**src/rtl/wb_slv_pkg.sv**
```systemverilog
// Shared types for the Wishbone register responder.
// FSM state and response-type encodings plus a byte-lane merge helper.
package wb_slv_pkg;

    typedef enum logic [1:0] {
        ST_IDLE,
        ST_WAIT,
        ST_RESP,
        ST_DONE
    } state_t;

    typedef enum logic [1:0] {
        RSP_ACK,
        RSP_ERR,
        RSP_RTY
    } resp_t;

    localparam int DATA_W = 32;
    localparam int SEL_W  = 4;

    function automatic logic [DATA_W-1:0] lane_merge(
        input logic [DATA_W-1:0] old_w,
        input logic [DATA_W-1:0] new_w,
        input logic [SEL_W-1:0]  sel
    );
        lane_merge = old_w;
        for (int b = 0; b < SEL_W; b++) begin
            if (sel[b]) begin
                lane_merge[8*b +: 8] = new_w[8*b +: 8];
            end
        end
    endfunction

endpackage

```
**src/rtl/wb_slv_regfile.sv**
```systemverilog
// Storage words of the register responder.
// Byte-lane synchronous write, combinational read.
module wb_slv_regfile
    import wb_slv_pkg::*;
#(
    parameter int          IDX_W   = 3,
    parameter int          NWORDS  = 7,
    parameter logic [31:0] RST_VAL = 32'h0
) (
    input  logic              clk,
    input  logic              i_rst,
    input  logic              i_we,
    input  logic [IDX_W-1:0]  i_widx,
    input  logic [SEL_W-1:0]  i_sel,
    input  logic [DATA_W-1:0] i_wdat,
    input  logic [IDX_W-1:0]  i_ridx,
    output logic [DATA_W-1:0] o_rdat
);

    logic [DATA_W-1:0] r_mem [NWORDS];

    always_ff @(posedge clk) begin
        if (i_rst) begin
            for (int w = 0; w < NWORDS; w++) begin
                r_mem[w] <= RST_VAL;
            end
        end else if (i_we) begin
            for (int w = 0; w < NWORDS; w++) begin
                if (i_widx == IDX_W'(w)) begin
                    r_mem[w] <= lane_merge(r_mem[w], i_wdat, i_sel);
                end
            end
        end
    end

    always_comb begin
        o_rdat = '0;
        for (int w = 0; w < NWORDS; w++) begin
            if (i_ridx == IDX_W'(w)) begin
                o_rdat = r_mem[w];
            end
        end
    end

endmodule

```
**src/rtl/wb_slv_regs.sv**
```systemverilog
// Wishbone classic register responder with wait states, retry and an
// access counter in the top word.
module wb_slv_regs
    import wb_slv_pkg::*;
#(
    parameter int          ADDR_W      = 5,
    parameter int          DEPTH       = 8,
    parameter int          WAIT_STATES = 0,
    parameter logic [31:0] RST_VAL     = 32'h0
) (
    input  logic              clk,
    input  logic              wb_rst_i,
    input  logic [ADDR_W-1:0] wb_adr_i,
    input  logic [31:0]       wb_dat_i,
    output logic [31:0]       wb_dat_o,
    input  logic              wb_we_i,
    input  logic              wb_stb_i,
    input  logic              wb_cyc_i,
    input  logic [3:0]        wb_sel_i,
    output logic              wb_ack_o,
    output logic              wb_err_o,
    output logic              wb_rty_o,
    input  logic              busy_i
);

    localparam int IDX_W = ADDR_W - 2;
    localparam logic [3:0] WCNT_INIT =
        4'((WAIT_STATES > 0) ? WAIT_STATES - 1 : 0);
    localparam bit NO_WAIT = (WAIT_STATES == 0);

    state_t            r_state;
    resp_t             r_resp;
    logic [3:0]        r_wcnt;
    logic [IDX_W-1:0]  r_idx;
    logic [31:0]       r_wdat;
    logic [3:0]        r_sel;
    logic              r_we;
    logic              r_ack;
    logic              r_err;
    logic              r_rty;
    logic [31:0]       r_dat_o;
    logic [31:0]       r_cnt;

    logic              w_req;
    logic [IDX_W-1:0]  w_bus_idx;
    logic [IDX_W-1:0]  w_rd_idx;
    logic              w_oob;
    logic              w_cnt_hit;
    logic              w_rd_we;
    logic [31:0]       w_rf_rdat;
    logic [31:0]       w_rd_data;
    logic              w_rf_we;
    logic              w_enter_resp;
    resp_t             w_new_resp;
    resp_t             w_ent_resp;
    logic              w_unused_adr;

    assign w_unused_adr = ^wb_adr_i[1:0];

    assign w_req     = wb_cyc_i & wb_stb_i;
    assign w_bus_idx = wb_adr_i[ADDR_W-1:2];

    // Until acceptance the live bus selects the word; afterwards the latch.
    assign w_rd_idx  = (r_state == ST_IDLE) ? w_bus_idx : r_idx;
    assign w_rd_we   = (r_state == ST_IDLE) ? wb_we_i : r_we;
    assign w_oob     = 32'(w_bus_idx) >= 32'(DEPTH);
    assign w_cnt_hit = 32'(w_rd_idx) == 32'(DEPTH - 1);
    assign w_rd_data = w_cnt_hit ? r_cnt : w_rf_rdat;

    assign w_rf_we = (r_state == ST_RESP) && (r_resp == RSP_ACK)
                  && r_we && !w_cnt_hit;

    always_comb begin
        w_new_resp = RSP_ACK;
        if (busy_i) begin
            w_new_resp = RSP_RTY;
        end else if (w_oob) begin
            w_new_resp = RSP_ERR;
        end
    end

    always_comb begin
        w_enter_resp = 1'b0;
        w_ent_resp   = r_resp;
        unique case (r_state)
            ST_IDLE: begin
                w_enter_resp = w_req & (busy_i | NO_WAIT);
                w_ent_resp   = w_new_resp;
            end
            ST_WAIT: w_enter_resp = w_req & (r_wcnt == 4'd0);
            default: w_enter_resp = 1'b0;
        endcase
    end

    always_ff @(posedge clk) begin
        if (wb_rst_i) begin
            r_state <= ST_IDLE;
            r_resp  <= RSP_ACK;
            r_wcnt  <= '0;
            r_idx   <= '0;
            r_wdat  <= '0;
            r_sel   <= '0;
            r_we    <= 1'b0;
            r_ack   <= 1'b0;
            r_err   <= 1'b0;
            r_rty   <= 1'b0;
            r_dat_o <= '0;
            r_cnt   <= '0;
        end else begin
            r_ack   <= 1'b0;
            r_err   <= 1'b0;
            r_rty   <= 1'b0;
            r_dat_o <= '0;
            case (r_state)
                ST_IDLE: begin
                    if (w_req) begin
                        r_idx  <= w_bus_idx;
                        r_wdat <= wb_dat_i;
                        r_we   <= wb_we_i;
                        r_sel  <= wb_sel_i;
                        r_resp <= w_new_resp;
                        r_wcnt <= WCNT_INIT;
                        r_state <= ST_WAIT;
                    end
                end
                ST_WAIT: begin
                    if (!w_req) begin
                        r_state <= ST_IDLE;
                    end else if (r_wcnt != 4'd0) begin
                        r_wcnt <= r_wcnt - 4'd1;
                    end
                end
                ST_RESP: begin
                    r_state <= ST_DONE;
                    if (r_resp == RSP_ACK) begin
                        r_cnt <= r_cnt + 32'd1;
                    end
                end
                ST_DONE: begin
                    if (!w_req) begin
                        r_state <= ST_IDLE;
                    end
                end
                default: r_state <= ST_IDLE;
            endcase
            // Response flags are launched as the FSM enters RESP.
            if (w_enter_resp) begin
                r_state <= ST_RESP;
                r_ack   <= (w_ent_resp == RSP_ACK);
                r_err   <= (w_ent_resp == RSP_ERR);
                r_rty   <= (w_ent_resp == RSP_RTY);
                if (w_ent_resp == RSP_ACK && !w_rd_we) begin
                    r_dat_o <= w_rd_data;
                end
            end
        end
    end

    wb_slv_regfile #(
        .IDX_W   (IDX_W),
        .NWORDS  (DEPTH - 1),
        .RST_VAL (RST_VAL)
    ) u_regfile (
        .clk    (clk),
        .i_rst  (wb_rst_i),
        .i_we   (w_rf_we),
        .i_widx (r_idx),
        .i_sel  (r_sel),
        .i_wdat (r_wdat),
        .i_ridx (w_rd_idx),
        .o_rdat (w_rf_rdat)
    );

    assign wb_ack_o = r_ack;
    assign wb_err_o = r_err;
    assign wb_rty_o = r_rty;
    assign wb_dat_o = r_dat_o;

endmodule

```
**config.mk**
```make
export PLATFORM = sky130hd
export DESIGN_NAME = wb_slv_regs
export DESIGN_NICKNAME = d
export VERILOG_FILES = /design/src/rtl/wb_slv_pkg.sv /design/src/rtl/wb_slv_regfile.sv /design/src/rtl/wb_slv_regs.sv
export SDC_FILE = /design/constraint.sdc
export NUM_CORES = 1
export LEC_CHECK = 0
export ABC_AREA = 1
export CORE_AREA = 5 5 249 251
export DETAILED_ROUTE_END_ITERATION = 12
export DIE_AREA = 0 0 254 256
export SYNTH_ARGS = -nofsm -noshare
export SYNTH_HDL_FRONTEND = slang
export SYNTH_SLANG_ARGS = --single-unit
```
**constraint.sdc**
```tcl
create_clock -name clk -period 3.73 [get_ports clk]
set_clock_uncertainty 0.1 [all_clocks]
set_input_delay 0.746 -clock clk [delete_from_list [all_inputs] [get_ports clk]]
set_output_delay 0.746 -clock clk [all_outputs]
set_load 0.02 [all_outputs]
```
Word level (Yosys, flattened, before mapping)
Memories as Yosys holds them, arrays and structs flattened.
Index checks and enable logic that the tools add are counted.

operators by class
  add/sub/neg operators = 2
  equal/unequal tests = 24
  muxes and demuxes = 170
  bitwise gates (word level) = 11
  reduce and logical (&&, ||, !) cells = 23

operators by type and width
  cell                   count
  $mux 8                 112
  $mux 32                15
  $add 32x1->32 const B  1
  $mux 1                 31
  $eq 3x3->1 const B     7
  $eq 3x2->1 const B     4
  $mux 4                 3
  $mux 2                 5
  $ne 2x2->1 const B     4
  $pmux 4 s2             1
  $reduce_and 2->1       4
  $or 1x1->1             7
  $eq 2x2->1 const B     3
  $eq 3x1->1 const B     2
  $logic_not 2->1        3
  $logic_not 3->1        2
  $pmux 2 s3             1
  $reduce_or 2->1        3
  $eq 2x1->1 const B     2
  $logic_and 1x1->1      4
  $logic_not 4->1        1
  $reduce_and 4->1       1
  $reduce_bool 4->1      1
  $sub 4x1->4 const B    1
  9 further kinds        12

storage, ports and cells
  register bits = 115
  memory bits (writable) = 224
  input bits = 47
  output and inout bits = 35
  logic and storage cells = 244
  memories = 1

memory list
  memory           depth  bits a word  rd ports  clocked after memory_dff  wr ports  line                  RTL
  u_regfile.r_mem  7      32           7         0                         7         wb_slv_regfile.sv:20  logic [DATA_W-1:0] r_mem [NWORDS];

Logic depth before layout (Yosys ltp)
  depth in word-level cells = 11
  gate-level depth with buffers = 13

Hierarchy
A second synthesis with hierarchy kept.

unflattened totals
  cells, all modules = 1,613
  area, all modules = 14,791.7 sq um

modules (own cells, without submodules)
  module          instances  cells each  area an instance (sq um)  seq. area each (sq um)
  wb_slv_regfile  1          953         9,957.0                   6,726.5
  wb_slv_regs     1          660         4,834.6                   2,262.2

Worst setup path before layout
No wires, ideal clock.

  path type = input to register
  start = in wb_adr_i[3]
  end = mem u_regfile.r_mem[1][0], in the netlist u_regfile.r_mem[0][32], enable pin
  library setup time = 0.384 ns
  arrival time = 2.134 ns
  required time = 3.246 ns
  slack = 1.112 ns
  stages = 9
  path buffers = 0
  path through = inv_1 nand2_1 nand2_1 nor3_4 inv_2 nand2_2 nor2_4 nand3_2 o21ai_0

RTL lines
  what             line                  RTL
  start, declared  wb_slv_regs.sv:13     input logic [ADDR_W-1:0] wb_adr_i,
  end, declared    wb_slv_regfile.sv:20

==> qor.json <==
{
  "run_status": {
    "outcome": "finished clean"
  },
  "cts": {
    "post_cts.resized_instances": 0,
    "cts_setup_buffers": 0,
    "clock_path_buffers": 3,
    "clkSlewWorstSetupHoldPaths_ps": 60,
    "cts_root_buf": "sky130_fd_sc_hd__clkbuf_16",
    "cts_hold_buf": 0,
    "clock_sink_count": 337,
    "numCtsBuffers": 35,
    "clk-insertion-delay-late_ps": 510,
    "cts_htree_levels": 2,
    "tritoncts": "done"
  },
  "critical_path": {
    "rr_endpoint": "u_regfile.r_mem[1][15]$_SDFFCE_PN0P_",
    "launch_instance_of_the_worst_register_to_register_path": "r_state[0]$_SDFFE_PP0P_",
    "critPathArrivalTime_ps": 3140,
    "critPathLaunchType": "input port",
    "worstPathBufferInverterCount": 3,
    "critPathMaxFanout": 21,
    "end_kind": "flip-flop",
    "critical-path-top-delay-family": "compound AO/OA/AOI/OAI gates",
    "crit_chain": "clkdlybuf4s50_1 -> inv_1 -> nand2_1 -> nand2_4 -> nor3_4 -> inv_2 -> nand2_2 -> nor2_4 -> nand2_2 -> o21ai_0",
    "critical_path.most_common_cell": "sky130_fd_sc_hd__nand2_2",
    "worst-r2r-setup-slack_ps": 730,
    "cp.depth": 10,
    "reg2reg_depth": 9,
    "standard_cell_with_the_maximum_stage_delay_on_the_critical_path": "sky130_fd_sc_hd__o21ai_0",
    "crit_path_max_incr_delay_ps": 890,
    "critPathRequiredTime_ps": 3760,
    "crit_type": "input port to flip-flop"
  },
  "die": {
    "die_width_um": 254,
    "fp.dieH_um": 256,
    "core_mm2": 0.0597,
    "io-pin-count": 82,
    "fp.dieArea_mm2": 0.0650,
    "placementRows": 90,
    "starting_density": 0.247
  },
  "power": {
    "internal_power_uw": 6280,
    "power.total_uw": 8390,
    "swShare": 0.251,
    "total_switching_power_uw": 2100,
    "power_frac_seq": 0.495,
    "p_leak_uw": 0.00637,
    "power_density_mw_per_mm2": 475,
    "vdd_drop_max_mv": 0.309,
    "power.combinational.fraction": 0.108,
    "power.clock.fraction": 0.397
  },
  "logic_synthesis": {
    "synth.yosys.warnings": 0,
    "post_synth_inst_count": 1607,
    "post_synthesis_sequential_element_count": 337,
    "synth_top_cell_by_area": "sky130_fd_sc_hd__edfxtp_1",
    "seq_area_frac_synth": 0.610,
    "async_flop_share": 0,
    "synthesis.area_mm2": 0.0147,
    "syn-num-nets": 1656,
    "ys.flop_type": "sky130_fd_sc_hd__edfxtp_1",
    "synth.area.top_cells": "sky130_fd_sc_hd__edfxtp_1, sky130_fd_sc_hd__dfxtp_1, sky130_fd_sc_hd__nor2_1",
    "synth_enable_flop_cells": 224,
    "netlist_top_cells_count": "sky130_fd_sc_hd__nor2_1, sky130_fd_sc_hd__edfxtp_1, sky130_fd_sc_hd__nand2_1",
    "synthDominantCellAreaShare": 0.456,
    "postSynthAreaPerCell_um2": 9.17,
    "yosys.cell_count.top_type": "sky130_fd_sc_hd__nor2_1",
    "synth_cell_types": 33
  },
  "detailed_routing": {
    "routed_wire_per_std_cell_um": 15.8,
    "first_iter_violations": 871,
    "route.detailed.drc": 0,
    "drt-pass1-iter-count": 7,
    "routed-via-count": 11300,
    "final_antenna_net_count": 0,
    "totalWireLength_um": 39400,
    "vias_per_cell": 4.54
  },
  "global_route": {
    "grt-ovfl-total": 0,
    "grt_pass1_vias": 11200,
    "wire_length_of_the_first_global_routing_pass_um": 61300,
    "grt_start_max_net_pins": 65,
    "grt_antenna_before_repair": 0,
    "global_route_usage_over_all_layers": 0.118
  },
  "timing": {
    "post-route-min-period_ps": 3110,
    "totalNegativeSetupSlack_ps": 0,
    "max-slew-margin-rel": 0.234,
    "period_share": 0.834,
    "timing_hold_violations_final": 0,
    "finalSetupViolCount": 0,
    "clock.fmax_mhz": 321,
    "timing_worst_slew_pin_value_ps": 1140,
    "slew_violations": 0,
    "grt_setup_unrepaired": "false"
  },
  "placed_design": {
    "place.gp.congestion": 0.870,
    "post-dp-hpwl_um": 28100,
    "placement.io_buffers": 78
  },
  "hold_path": {
    "min-delay-path-class": "flip-flop to flip-flop",
    "min_path_cells": 2,
    "hp-start": "r_resp[1]$_SDFFE_PP0P_",
    "hold_end": "r_resp[1]$_SDFFE_PP0P_"
  },
  "finish": {
    "post_route_cells_drive_above_1_share": 0.0785,
    "diodes": 0,
    "layout-area-overhead-vs-synth_pct": 19.9,
    "n_fill_cell": 6176,
    "final_nets": 1731
  },
  "run": {
    "drv_cap": 0
  }
}
## flip-flops by register name, indices dropped and copies added (netlist names), 2 cells and up
| signal | count |
|---|---|
| u_regfile.r_mem | 224 |
| r_cnt | 32 |
| r_wdat | 32 |
| wb_dat_o | 32 |
| r_sel | 4 |
| r_wcnt | 4 |
| r_idx | 3 |
| r_state | 2 |
## power groups by stage
stage / combinational [uW] / clock (uW) / sequential [uW]
finish: 905 / 3330 / 4160
global route: 995 / 3560 / 4170
CTS: 906 / 3410 / 4160
detailed placement: 902 / 0 / 4240
global placement: 885 / 0 / 4230
floorplan: 554 / 0 / 4230
## metal layers
metal	global-route usage	vias to the layer above	part of all wire	wire length, um
met3	0.0186	64	0.054	2140
met2	0.208	295	0.50	19700
met4	0.0365	0	0.028	1100
met1	0.147	5389	0.42	16500
li1	-	5564	-	-
met5	0	-	0	0
## worst max path at each step
stage                      from                              endpoint
floorplan           wb_adr_i[3]  u_regfile.r_mem[0][32]$_SDFFCE_PN0P_
global placement    wb_adr_i[4]  u_regfile.r_mem[1][15]$_SDFFCE_PN0P_
detailed placement  wb_adr_i[4]  u_regfile.r_mem[1][15]$_SDFFCE_PN0P_
CTS                 wb_adr_i[4]  u_regfile.r_mem[1][13]$_SDFFCE_PN0P_
global route        wb_adr_i[4]  u_regfile.r_mem[1][15]$_SDFFCE_PN0P_
finish              wb_adr_i[4]  u_regfile.r_mem[1][15]$_SDFFCE_PN0P_
## cells by family (layout without fill, tap and decap cells)
group / Yosys count / count (layout) / share of synthesized area
AO/OA/AOI/OAI: 214 / 214 / 0.0742
XOR/XNOR: 17 / 17 / 0.0101
adder cells (fa/ha/maj): 2 / 2 / 0.00170
buffers and inverters: 266 / 367 / 0.0724
flip-flops: 337 / 337 / 0.610
other: 1 / 1 / 0.000254
AND/OR/NAND/NOR: 770 / 770 / 0.231
## cells in the final DEF, fill, tap and decap left out, types with 2 or more instances in the layout
master and count:
sky130_fd_sc_hd__a21oi_1 129, sky130_fd_sc_hd__buf_12 3, sky130_fd_sc_hd__buf_4 56, sky130_fd_sc_hd__clkbuf_1 7
sky130_fd_sc_hd__clkbuf_16 37, sky130_fd_sc_hd__clkbuf_8 2, sky130_fd_sc_hd__clkdlybuf4s50_1 77, sky130_fd_sc_hd__clkinv_1 5
sky130_fd_sc_hd__clkinv_2 5, sky130_fd_sc_hd__clkinvlp_4 4, sky130_fd_sc_hd__dfxtp_1 113, sky130_fd_sc_hd__edfxtp_1 224
sky130_fd_sc_hd__ha_1 2, sky130_fd_sc_hd__inv_1 162, sky130_fd_sc_hd__inv_2 5, sky130_fd_sc_hd__nand2_1 203
sky130_fd_sc_hd__nand2_2 4, sky130_fd_sc_hd__nand3_1 46, sky130_fd_sc_hd__nand3_2 3, sky130_fd_sc_hd__nand4_1 137
sky130_fd_sc_hd__nor2_1 345, sky130_fd_sc_hd__nor2_4 2, sky130_fd_sc_hd__nor3_1 20, sky130_fd_sc_hd__nor3_4 4
sky130_fd_sc_hd__nor3b_1 2, sky130_fd_sc_hd__o21ai_0 78, sky130_fd_sc_hd__o32ai_1 2, sky130_fd_sc_hd__xor2_1 17
## metrics by stage
step / setup WS, ps / std cells / area (um^2) / utilization / hold WS [ps]
after floorplan: 1110 / 1607 / 14700 / - / 344
after global placement: 177 / 2427 / 16600 / 0.278 / 360
after detailed placement: 75.3 / 2427 / 16600 / 0.278 / 370
after CTS: 616 / 2490 / 17700 / 0.296 / 379
after global routing: 400 / 2490 / 17700 / 0.296 / 417
final: 619 / 2490 / 17700 / 0.296 / 378
## worst reg2reg max path: stages (launching register included)
cell                      delay (ps)
sky130_fd_sc_hd__dfxtp_1         390
sky130_fd_sc_hd__nor2_4          250
sky130_fd_sc_hd__nand2_1         130
sky130_fd_sc_hd__nand2_4         270
sky130_fd_sc_hd__nor3_4           90
sky130_fd_sc_hd__inv_2           100
sky130_fd_sc_hd__nand2_2          90
sky130_fd_sc_hd__nor2_4          170
sky130_fd_sc_hd__nand2_2         130
sky130_fd_sc_hd__o21ai_0         890
## area by class of cell
cell class                      count  area (um^2)  share of cell area
Multi-Input combinational cell   1004         4720               0.267
Sequential cell                   337         8990               0.509
Timing Repair Buffer              137         1260              0.0711
Tap cell                          782          978              0.0554
Clock buffer                       46          980              0.0555
Clock inverter                     17          118             0.00666
Inverter                          167          627              0.0355
Note: power is estimated with default switching activity, not from simulation.
